===== config.mk =====
export PLATFORM = sky130hd
export DESIGN_NAME = mem_lsu
export DESIGN_NICKNAME = d
export VERILOG_FILES = /design/src/rtl/mem_lsu.sv
export SDC_FILE = /design/constraint.sdc
export NUM_CORES = 1
export LEC_CHECK = 0
export BUFFER_PORTS_ARGS = -buffer_cell sky130_fd_sc_hd__buf_4
export CAP_MARGIN = 30
export CORE_MARGIN = 4
export CORE_UTILIZATION = 30
export CTS_CLUSTER_SIZE = 14
export DETAILED_ROUTE_END_ITERATION = 10
export PLACE_DENSITY = 0.49
export SLEW_MARGIN = 20
export SYNTH_ARGS = -nofsm -noshare
export SYNTH_HDL_FRONTEND = slang
export SYNTH_SLANG_ARGS = --single-unit
export TNS_END_PERCENT = 5

===== constraint.sdc =====
create_clock -name clk -period 5.7 [get_ports clk]
set_input_delay 1.14 -clock clk [delete_from_list [all_inputs] [get_ports clk]]
set_output_delay 1.14 -clock clk [all_outputs]
set_load 0.05 [all_outputs]

===== src/rtl/mem_lsu.sv =====
// Load/store unit: turns byte/half/word core requests into whole-word RAM accesses, sub-word stores as read-modify-write.
// Optional MEM_LSU_MISALIGN_TRAP_EN: misaligned half/word requests return an error instead of being force-aligned.
module mem_lsu #(
  parameter int ADDR_WIDTH = 8,
  parameter int RD_LATENCY = 2
) (
  input  logic                  clk,
  input  logic                  rst,
  input  logic                  req_valid,
  output logic                  req_ready,
  input  logic                  req_we,
  input  logic [31:0]           req_addr,
  input  logic [1:0]            req_size,
  input  logic                  req_unsigned,
  input  logic [31:0]           req_wdata,
  output logic                  resp_valid,
  input  logic                  resp_ready,
  output logic [31:0]           resp_rdata,
  output logic                  resp_err,
  output logic                  ram_wr_en,
  output logic [ADDR_WIDTH-1:0] ram_addr,
  output logic [31:0]           ram_data_in,
  input  logic [31:0]           ram_data_out
);

  localparam logic [1:0] IDLE    = 2'd0;
  localparam logic [1:0] RD_WAIT = 2'd1;
  localparam logic [1:0] WRITE   = 2'd2;
  localparam logic [1:0] RESP    = 2'd3;
  localparam int CW = $clog2(RD_LATENCY + 2);

  logic [1:0]    state;
  logic [CW-1:0] cnt;
  logic          we_q;
  logic          uns_q;
  logic [1:0]    size_q;
  logic [1:0]    off_q;
  logic [31:0]   wdata_q;

  logic [1:0]    req_off;
  logic          req_err;
  logic [31:0]   load_val;
  logic [31:0]   merge_val;
  logic [7:0]    sel_byte;
  logic [15:0]   sel_half;
  logic          unused_addr;

  assign unused_addr = ^req_addr[31:ADDR_WIDTH+2];

  assign req_ready  = (state == IDLE);
  assign resp_valid = (state == RESP);
  assign ram_wr_en  = (state == WRITE);

  always_comb begin
    req_off = req_addr[1:0];
`ifdef MEM_LSU_MISALIGN_TRAP_EN
    req_err = (req_size == 2'b11) ||
              ((req_size == 2'b01) && req_addr[0]) ||
              ((req_size == 2'b10) && (req_addr[1:0] != 2'b00));
`else
    req_err = (req_size == 2'b11);
    if (req_size == 2'b01) req_off[0] = 1'b0;
    if (req_size == 2'b10) req_off = 2'b00;
`endif
  end

  // Lane extraction and merge both work straight off the RAM read port,
  // so the captured word never needs its own register.
  always_comb begin
    sel_byte = 8'(ram_data_out >> {off_q, 3'b000});
    sel_half = off_q[1] ? ram_data_out[31:16] : ram_data_out[15:0];
    case (size_q)
      2'b00:   load_val = {{24{~uns_q & sel_byte[7]}}, sel_byte};
      2'b01:   load_val = {{16{~uns_q & sel_half[15]}}, sel_half};
      default: load_val = ram_data_out;
    endcase
    merge_val = ram_data_out;
    if (size_q == 2'b00)
      merge_val[{off_q, 3'b000} +: 8] = wdata_q[7:0];
    else
      merge_val[{off_q[1], 4'b0000} +: 16] = wdata_q[15:0];
  end

  always_ff @(posedge clk) begin
    if (rst) begin
      state       <= IDLE;
      cnt         <= '0;
      we_q        <= 1'b0;
      uns_q       <= 1'b0;
      size_q      <= 2'b00;
      off_q       <= 2'b00;
      wdata_q     <= '0;
      ram_addr    <= '0;
      ram_data_in <= '0;
      resp_rdata  <= '0;
      resp_err    <= 1'b0;
    end else begin
      case (state)
        IDLE: begin
          if (req_valid) begin
            we_q       <= req_we;
            uns_q      <= req_unsigned;
            size_q     <= req_size;
            off_q      <= req_off;
            wdata_q    <= req_wdata;
            cnt        <= '0;
            resp_rdata <= '0;
            resp_err   <= req_err;
            if (req_err) begin
              state <= RESP;
            end else begin
              ram_addr <= req_addr[ADDR_WIDTH+1:2];
              if (req_we && (req_size == 2'b10)) begin
                ram_data_in <= req_wdata;
                state       <= WRITE;
              end else begin
                state <= RD_WAIT;
              end
            end
          end
        end
        RD_WAIT: begin
          if (cnt == CW'(RD_LATENCY)) begin
            cnt <= '0;
            if (we_q) begin
              ram_data_in <= merge_val;
              state       <= WRITE;
            end else begin
              resp_rdata <= load_val;
              state      <= RESP;
            end
          end else begin
            cnt <= cnt + CW'(1);
          end
        end
        WRITE: state <= RESP;
        default: begin
          if (resp_ready) begin
            state      <= IDLE;
            resp_err   <= 1'b0;
            resp_rdata <= '0;
          end
        end
      endcase
    end
  end

endmodule


==> results of run 1 <==
[sequential cells by signal, summed over array words and instances (netlist names)]
| register | count |
|---|---|
| ram_data_in | 32 |
| resp_rdata | 32 |
| wdata_q | 16 |
| ram_addr | 8 |
| cnt | 2 |
| off_q | 2 |
| size_q | 2 |
| state | 2 |
| resp_err | 1 |
| uns_q | 1 |
| we_q | 1 |
[cell type report]
type                            count  area (um2)
Clock buffer                       11       242.7
Clock inverter                      5       85.08
Fill cell                        1946       11370
Inverter                           19       71.32
Multi-Input combinational cell    519        3333
Sequential cell                    99        1983
Tap cell                          234       292.8
Timing Repair Buffer              167        1269
[Yosys cell counts, types with 10 or more instances]
cell type	number	area [um2]
a21oi_1	122	610.6
a221o_1	15	150.1
buf_2	12	60.06
clkbuf_1	38	142.6
dfxtp_1	99	1982
inv_1	18	67.56
mux2i_1	33	330.3
nand2_1	63	236.5
nand2b_1	12	75.07
nand4_1	32	200.2
nor2_1	40	150.1
nor2b_1	14	87.58
o211ai_1	10	75.07
o21ai_0	47	235.2
o2bb2ai_1	30	262.8
[kinds of logic (layout without fill, tap and decap cells)]
group,count (synthesis),in the layout,share of synthesized area
compound gates,266,266,0.3037
simple gates,200,200,0.1826
flops,99,99,0.3494
buf+inv,84,202,0.06440
mux,44,44,0.08006
fa+ha+maj,9,9,0.01985
[tightest hold or removal path, cell delays in order (launching register included)]
cell and delay (ps):
dfxtp_1 310, nand2_1 50, a21oi_1 50
[metrics by stage]
stage	cells	setup slack (ps)	cell area, um2	utilization
2_1_floorplan	702	3269	5673	-
3_3_place_gp	1035	2830	6912	0.3707
3_5_place_dp	1037	2746	6934	0.3719
4_1_cts	1053	2848	7262	0.3895
5_1_grt	1054	2552	7277	0.3903
6_report	1054	2808	7277	0.3903
[per-layer routing]
metal | up-vias | track usage | part of all wire
met4 | 0 | 0.06553 | 0.028
met3 | 34 | 0.04827 | 0.059
met1 | 2845 | 0.2588 | 0.45
met2 | 214 | 0.3244 | 0.47
met5 | - | 0 | 0
li1 | 2809 | - | -
[worst paths after layout]
| kind | from | to | slack [ps] | cells past startpoint |
|---|---|---|---|---|
| max reg2reg | off_q[0]$_SDFFE_PP0P_ | ram_data_in[25]$_SDFFE_PP0P_ | 2810 | 6 |
| min reg2reg | size_q[1]$_SDFFE_PP0P_ | size_q[1]$_SDFFE_PP0P_ | 460 | 2 |
| min | size_q[1]$_SDFFE_PP0P_ | size_q[1]$_SDFFE_PP0P_ | 460 | 2 |
| max | off_q[0]$_SDFFE_PP0P_ | ram_data_in[25]$_SDFFE_PP0P_ | 2810 | 6 |
[where the power goes]
part | leakage (nW) | internal [W] | switching [W]
registers | 0.805 | 0.000800 | 0.0000925
logic | 1.83 | 0.000482 | 0.00104
clock network | 0.156 | 0.000400 | 0.000284
total | 2.79 | 0.00168 | 0.00142
==> flow_summary.toml, run 1 <==
[outcome]
status = "completed"

[clock_network]
cts_buffer_depth = 2
cts_tree = "built"
clock_sinks = 99
insertion_delay_ps = 360
root_buffer = "clkbuf_16"
post_cts.repair.setup_buffers = 0
clk_pin_slew_ps = 70
cts.repair.resized = 0
htreeDepth = 3
cts_hold_buf = 0
cts_buffers = 9

[global_routing]
grt_pass1_vias = 5767
overflow = 0
track_usage = 0.1987
grt_pass1_wl_mm = 33.94
grt_max_degree = 72
grt_antenna_before_repair = 0

[setup_path]
path_buf_inv = 1
slowest_delay_ps = 840
cp_cell_sequence = "inv_1 -> ha_1 -> nor2b_1 -> a221oi_1 -> a2111oi_0 -> mux2_1"
cp.required_ps = 6010
worst-setup-path-type = "flip-flop to flip-flop"
crit_path_top_delay_cell = "dfxtp_1"
cp-end-kind = "flip-flop"
worst_setup_path_start_kind = "flip-flop"
cp_max_fo = 27
crit_arrival_ps = 3200
crit_family = "flip-flops"

[worst_hold_path]
min_path_type = "flip-flop to flip-flop"

[timing]
max_freq_mhz = 345.8
finalCritPeriodShare = 0.5074
fin_setup_tns_ps = 0
tightest_slew_ps = 953.6
finClkSkew_ps = 8.277
holdWs_ps = 457.2
finalSetupViolCount = 0
rsz0062_at_grt = "false"
hold_viol = 0
period_minus_slack_ps = 2892
drv_slew = 0
relSlewSlack = 0.3627

[floorplanning]
die_area_um2 = 21170
initial_utilization = 0.3043
io_pins = 180
rows = 50
die_h_um = 145.5
core_um2 = 18640
die_x_um = 145.5

[synth]
syn_avg_cell_area_um2 = 8.081
yosysSeqAreaShare = 0.3494
yosys_warnings = 0
ys_seq_elements = 99
ys.flop_type = "dfxtp_1"
synth_edf_count = 0
synth_area_um2 = 5673
synthCells = 702
synth_cell_types = 54
synthArstFlopShare = 0
synth_nets = 815

[drt]
ant_nets = 0
drcViolationCount = 0
vias = 5902
post_drt_via_cell_ratio = 5.600
wire_per_inst_um = 20.46
totalWireLength_mm = 21.56
firstDrtPassIters = 5
drt_iter0_drc = 397

[cells_and_area]
drive_gt1_frac = 0.2439
final_common_cell = "buf_4"
final_cell_mix = "165 x buf_4, 120 x a21oi_1, 98 x dfxtp_1"
n_antenna_cell = 0
nNetsFinal = 928
syn_to_final_growth_pct = 28.28

[pwr]
vdd_ir_drop_max_v = 0.0002075
power.density_nw_per_um2 = 426.0
leakagePower_nw = 2.791
power_w = 0.003100

[job]
cap_violations = 0

[place]
dp_hpwl_mm = 15.74
gp_congestion = 0.8229
io_buffers = 157
Power figures use the tool's default switching activity.
==> run 2, diff against run 1 <==
--- a/config.mk
+++ b/config.mk
@@ -11,7 +11,7 @@
 export CORE_UTILIZATION = 30
 export CTS_CLUSTER_SIZE = 14
 export DETAILED_ROUTE_END_ITERATION = 10
-export PLACE_DENSITY = 0.49
+export PLACE_DENSITY = 0.51
 export SLEW_MARGIN = 20
 export SYNTH_ARGS = -nofsm -noshare
 export SYNTH_HDL_FRONTEND = slang
==> constraint.sdc (replaced) <==
create_clock -name clk -period 2.3 [get_ports clk]
set_input_delay 0.46 -clock clk [delete_from_list [all_inputs] [get_ports clk]]
set_output_delay 0.46 -clock clk [all_outputs]
set_load 0.05 [all_outputs]
==> run 2 against run 1 <==
Sequential share of layout area down 0.84 points. Register-to-register slack worse by 2600 ps. Critical path depth up 2. Largest cell class unchanged. Wire length down 1.9%. Fmax up 39%. Largest power group unchanged. Worst setup slack worse by 2600 ps. Global-route usage down 0.47 points.
==> flow_summary.toml, run 2 (synthesized netlist as in run 1, its figures left out) <==
[clock_network]
cts_buffer_depth = 2
cts_buffers = 9
root_buffer = "clkbuf_16"
clk_pin_slew_ps = 70
htreeDepth = 3
insertion_delay_ps = 360
cts_tree = "built"
clock_sinks = 99

[timing]
finClkSkew_ps = 8.235
rsz0062_at_grt = "false"
tightest_slew_ps = 783.9
hold_viol = 0
max_freq_mhz = 480.9
setup_ws_ps = 220.7
finalCritPeriodShare = 0.9040
drv_slew = 0
relSlewSlack = 0.4773
finalSetupViolCount = 0
fin_setup_tns_ps = 0
period_minus_slack_ps = 2079

[setup_path]
cp-end-kind = "flip-flop"
r2r-start = "state[0]$_SDFFE_PP0P_"
cp_max_fo = 30
rr_endpoint = "ram_data_in[13]$_SDFFE_PP0P_"
r2r_slack_ps = 220
crit_arrival_ps = 2290
worst_setup_path_start_kind = "flip-flop"
cp.required_ps = 2510
worst-setup-path-type = "flip-flop to flip-flop"
ff2ff_path_depth = 8

[cells_and_area]
final_cell_mix = "186 x buf_4, 120 x a21oi_1, 98 x dfxtp_1"
final_common_cell = "buf_4"
drive_gt1_frac = 0.2678
reg_top3 = "ram_data_in x32, resp_rdata x32, wdata_q x16"
syn_to_final_growth_pct = 32.36
n_antenna_cell = 0
nNetsFinal = 952
fin_util = 0.4028

[pwr]
seqPwrFrac = 0.274
switching_share = 0.4490
power.density_nw_per_um2 = 1060
combPwrFrac = 0.510
clkPwrFrac = 0.216
leakagePower_nw = 2.931
vdd_ir_drop_max_v = 0.0005893
internal_power_w = 0.004384
p_sw_w = 0.003573

[drt]
post_drt_via_cell_ratio = 5.390
firstDrtPassIters = 5
drt_iter0_drc = 491
totalWireLength_mm = 21.15
wire_per_inst_um = 19.62
vias = 5810
drcViolationCount = 0
ant_nets = 0

[floorplanning]
die_x_um = 145.5
die_area_um2 = 21170
initial_utilization = 0.3043
rows = 50
die_h_um = 145.5
io_pins = 180
core_um2 = 18640

[global_routing]
grt_pass1_vias = 5636
grt_pass1_wl_mm = 33.00
track_usage = 0.1940
grt_max_degree = 54
overflow = 0
grt_antenna_before_repair = 0

[worst_hold_path]
min_path_type = "input pin to flip-flop"
hold_path_end = "off_q[1]$_SDFFE_PP0P_"
holdPathStages = 3
hp-start = "req_addr[1]"

[place]
gp_congestion = 0.8253
pre_cts_ws_ps = 71.16
dp_hpwl_mm = 15.63
io_buffers = 157

[outcome]
status = "completed"

[job]
cap_violations = 0
==> run 2: per-stage QoR <==
step                      instances  instance area [um2]  power (W)  hold slack, ps
after floorplan                 702                 5675   0.004911           448.3
after global placement         1061                 7157   0.006251           443.8
after detailed placement       1062                 7164   0.006261           447.6
after CTS                      1078                 7502   0.007994           330.9
after global routing           1078                 7508   0.008425           348.9
final                          1078                 7508   0.007957           339.0
==> run 2: power by group through the flow <==
stage	clock (W)	sequential, W	combinational (W)
3_3_place_gp	0	0.00221	0.00404
5_1_grt	0.00181	0.00221	0.00440
6_report	0.00172	0.00218	0.00406
3_5_place_dp	0	0.00222	0.00405
4_1_cts	0.00176	0.00218	0.00405
2_1_floorplan	0	0.00279	0.00212
==> run 2: cell type report <==
class                   count  area (um2)
well taps                 234       292.8
inverters                  19       71.32
repair buffers            191        1488
clock inverters             5       85.08
clock buffers              11       252.7
flip-flops and latches     99        1983
multi-input cells         519        3336
fillers                  1966       11130
==> run 2: critical path, cell delays in order (launching register included) <==
cell and delay (ps):
dfxtp_1 390, inv_1 80, ha_1 280, nor2b_1 220, buf_4 170, a2111o_1 290
buf_4 230, o21ai_0 190, a21oi_1 80
==> run 2: worst max-delay path by stage <==
stage / startpoint / to / cells after the start
final: state[0]$_SDFFE_PP0P_ / ram_data_in[13]$_SDFFE_PP0P_ / 8
after global routing: state[0]$_SDFFE_PP0P_ / ram_data_in[7]$_SDFFE_PP0P_ / 8
after CTS: off_q[1]$_SDFFE_PP0P_ / ram_data_in[25]$_SDFFE_PP0P_ / 6
after detailed placement: off_q[1]$_SDFFE_PP0P_ / ram_data_in[25]$_SDFFE_PP0P_ / 6
after global placement: off_q[1]$_SDFFE_PP0P_ / ram_data_in[25]$_SDFFE_PP0P_ / 6
after floorplan: off_q[0]$_SDFFE_PP0P_ / ram_data_in[9]$_SDFFE_PP0P_ / 9
==> run 2: per-layer routing <==
metal	GRT usage	part of all wire	up-vias
met2	0.2947	0.44	189
met5	0	0	-
met4	0.06553	0.023	0
met1	0.2787	0.48	2718
met3	0.03301	0.055	27
li1	-	-	2876
==> run 2: repair_timing <==
action	4_1_cts	5_1_grt
setup endpoints to repair	0	2
buffers inserted	0	0
hold buffers	0	0
resized for setup	0	2
==> run 3, diff against run 2 <==
--- a/config.mk
+++ b/config.mk
@@ -5,13 +5,14 @@
 export SDC_FILE = /design/constraint.sdc
 export NUM_CORES = 1
 export LEC_CHECK = 0
+export ABC_AREA = 1
 export BUFFER_PORTS_ARGS = -buffer_cell sky130_fd_sc_hd__buf_4
 export CAP_MARGIN = 30
 export CORE_MARGIN = 4
 export CORE_UTILIZATION = 30
 export CTS_CLUSTER_SIZE = 14
 export DETAILED_ROUTE_END_ITERATION = 10
-export PLACE_DENSITY = 0.51
+export PLACE_DENSITY = 0.5
 export SLEW_MARGIN = 20
 export SYNTH_ARGS = -nofsm -noshare
 export SYNTH_HDL_FRONTEND = slang
==> run 3 against run 2 <==
Worst setup slack gained 22 ps. Hold slack gained 22 ps. Largest power group unchanged. Total power grew 26%. Area after synthesis grew 6.1%. Critical path depth shrank 1. Global-route usage shrank 0.65 points. Highest routed layer unchanged. Synthesized cell count grew 35%. Largest cell class unchanged.
==> flow_summary.toml, run 3 <==
[timing]
drv_slew = 0
tightest_slew_ps = 541.0
period_minus_slack_ps = 2057
finalSetupViolCount = 0
fin_setup_tns_ps = 0
setup_ws_ps = 242.9
max_freq_mhz = 486.1
rsz0062_at_grt = "false"
relSlewSlack = 0.6394
finClkSkew_ps = 9.391
hold_viol = 0
finalCritPeriodShare = 0.8944

[drt]
ant_nets = 0
drt_iter0_drc = 374
wire_per_inst_um = 15.68
firstDrtPassIters = 5
vias = 6381
drcViolationCount = 0
post_drt_via_cell_ratio = 4.744
totalWireLength_mm = 21.09

[synth]
muxShareOfSynthArea = 0
syn_avg_cell_area_um2 = 6.355
synthCells = 947
yosysMostFrequentCell = "nand2_1"
synth-compound-area-share = 0.2023
ys_seq_elements = 99
synth_area_leaders = "dfxtp_1 33%, nand2_1 14%, nor2_1 9.0%"
synth_nets = 1060
synth-simple-area-share = 0.3617
synth_edf_count = 0
post-synth-top-area-fraction = 0.3293
yosysTopAreaCell = "dfxtp_1"
synth_cell_types = 34
synthArstFlopShare = 0
yosys.area_share.xor_xnor = 0
yosys_warnings = 0
yosysSeqAreaShare = 0.3293
ys_top_cells_by_count = "232 x nand2_1, 144 x nor2_1, 100 x a21oi_1"
synth_top_family_by_area = "simple AND/OR/NAND/NOR gates"
yosys.area_share.adder = 0.01871
synth_area_um2 = 6018
ys.flop_type = "dfxtp_1"

[pwr]
vdd_ir_drop_max_v = 0.0006904
power.density_nw_per_um2 = 1293
leakagePower_nw = 3.441

[cells_and_area]
drive_gt1_frac = 0.2361
reg_top3 = "ram_data_in x32, resp_rdata x32, wdata_q x16"
syn_to_final_growth_pct = 28.42
n_antenna_cell = 0
final_cell_mix = "232 x nand2_1, 174 x buf_4, 144 x nor2_1"
final_common_cell = "nand2_1"
nNetsFinal = 1188
n_fill_cell = 2168

[clock_network]
root_buffer = "clkbuf_16"
insertion_delay_ps = 360
clock_sinks = 99
cts_buffers = 9
cts_buffer_depth = 2
htreeDepth = 3
clk_pin_slew_ps = 80
cts_tree = "built"
cts.repair.resized = 0
post_cts.repair.setup_buffers = 0
cts_hold_buf = 0

[setup_path]
cp_max_fo = 51
slowest_delay_ps = 450
cp.required_ps = 2560
cp-end-kind = "flip-flop"
cp_cell_sequence = "buf_4 -> ha_1 -> inv_1 -> a21oi_1 -> a21oi_1 -> nor2_1 -> nor2_1"
worst-setup-path-type = "flip-flop to flip-flop"
crit_arrival_ps = 2320
crit_path_top_delay_cell = "buf_4"
worst_setup_path_start_kind = "flip-flop"

[floorplanning]
die_x_um = 149.6
io_pins = 180
initial_utilization = 0.3072
die_h_um = 149.6
die_area_um2 = 22390
core_um2 = 19590
rows = 51

[global_routing]
track_usage = 0.1874
overflow = 0
grt_pass1_vias = 6012
grt_max_degree = 57
grt_pass1_wl_mm = 33.21
grt_antenna_before_repair = 0

[job]
cap_violations = 0

[place]
io_buffers = 157
dp_hpwl_mm = 15.55
pre_cts_ws_ps = 277.3
gp_congestion = 0.8547

[outcome]
status = "completed"

[worst_hold_path]
min_path_type = "input pin to flip-flop"
run 3: cell count changes in the layout (fill, tap and decap cells not counted), sizes merged, moves of 12 or more:
cell	change
nor2b	-14
buf	-13
a221o	-15
o21ai	+52
nand2b	-12
nand3	+62
nor2	+120
inv	+40
o2bb2ai	-30
nand4	-18
mux2i	-33
nand2	+188
run 3: final timing paths:
path,from,endpoint,slack (ps),depth (start not counted)
worst max register to register,off_q[1]$_SDFFE_PP0P_,ram_data_in[17]$_SDFFE_PP0P_,240,7
worst min register to register,ram_addr[7]$_SDFFE_PP0P_,ram_addr[7]$_SDFFE_PP0P_,470,2
worst min-delay path,req_wdata[12],wdata_q[12]$_SDFFE_PP0P_,360,3
worst max-delay path,off_q[1]$_SDFFE_PP0P_,ram_data_in[17]$_SDFFE_PP0P_,240,7
run 3: logic make-up after synthesis:
group,after synthesis
AND/OR/NAND/NOR,493
adder cells (fa/ha/maj),9
buffers and inverters,119
AO/OA/AOI/OAI,227
flip-flops,99
run 3: final cells by class:
| class | instances | area (um2) | area share |
|---|---|---|---|
| Sequential cell | 99 | 1982 | 0.2564 |
| Clock buffer | 10 | 229.0 | 0.02963 |
| Inverter | 58 | 220.2 | 0.02849 |
| Multi-Input combinational cell | 729 | 3507 | 0.4538 |
| Timing Repair Buffer | 178 | 1386 | 0.1794 |
| Clock inverter | 6 | 72.57 | 0.009390 |
| Tap cell | 265 | 331.6 | 0.04290 |
run 3: through the flow:
step	utilization	instance area (um2)	hold WS (ps)	power, W	std cells
2_1_floorplan	-	6018	458.1	0.006808	947
3_3_place_gp	0.3791	7427	451.8	0.008446	1329
3_5_place_dp	0.3791	7427	456.6	0.008462	1329
4_1_cts	0.3945	7729	348.6	0.01011	1345
5_1_grt	0.3945	7729	361.7	0.01079	1345
6_report	0.3945	7729	361.1	0.009994	1345
run 3: critical path: cells and delay by family (launching register included):
family	cells	cell delay (ps)
buffers and inverters	2	660
adder cells (fa/ha/maj)	1	420
flip-flops	1	360
AO/OA/AOI/OAI	2	330
AND/OR/NAND/NOR	2	180
run 3: per-layer routing:
layer / vias up / wire length, um / GRT usage
met3: 9 / 1193 / 0.04058
met1: 2866 / 9929 / 0.2612
met2: 164 / 9845 / 0.3041
met4: 0 / 122 / 0.02975
li1: 3342 / - / -
met5: - / 0 / 0
run 3: where the power goes:
part	internal [W]	switching, W
Combinational	0.00177	0.00413
Sequential	0.00220	0.000292
Clock	0.000858	0.000744
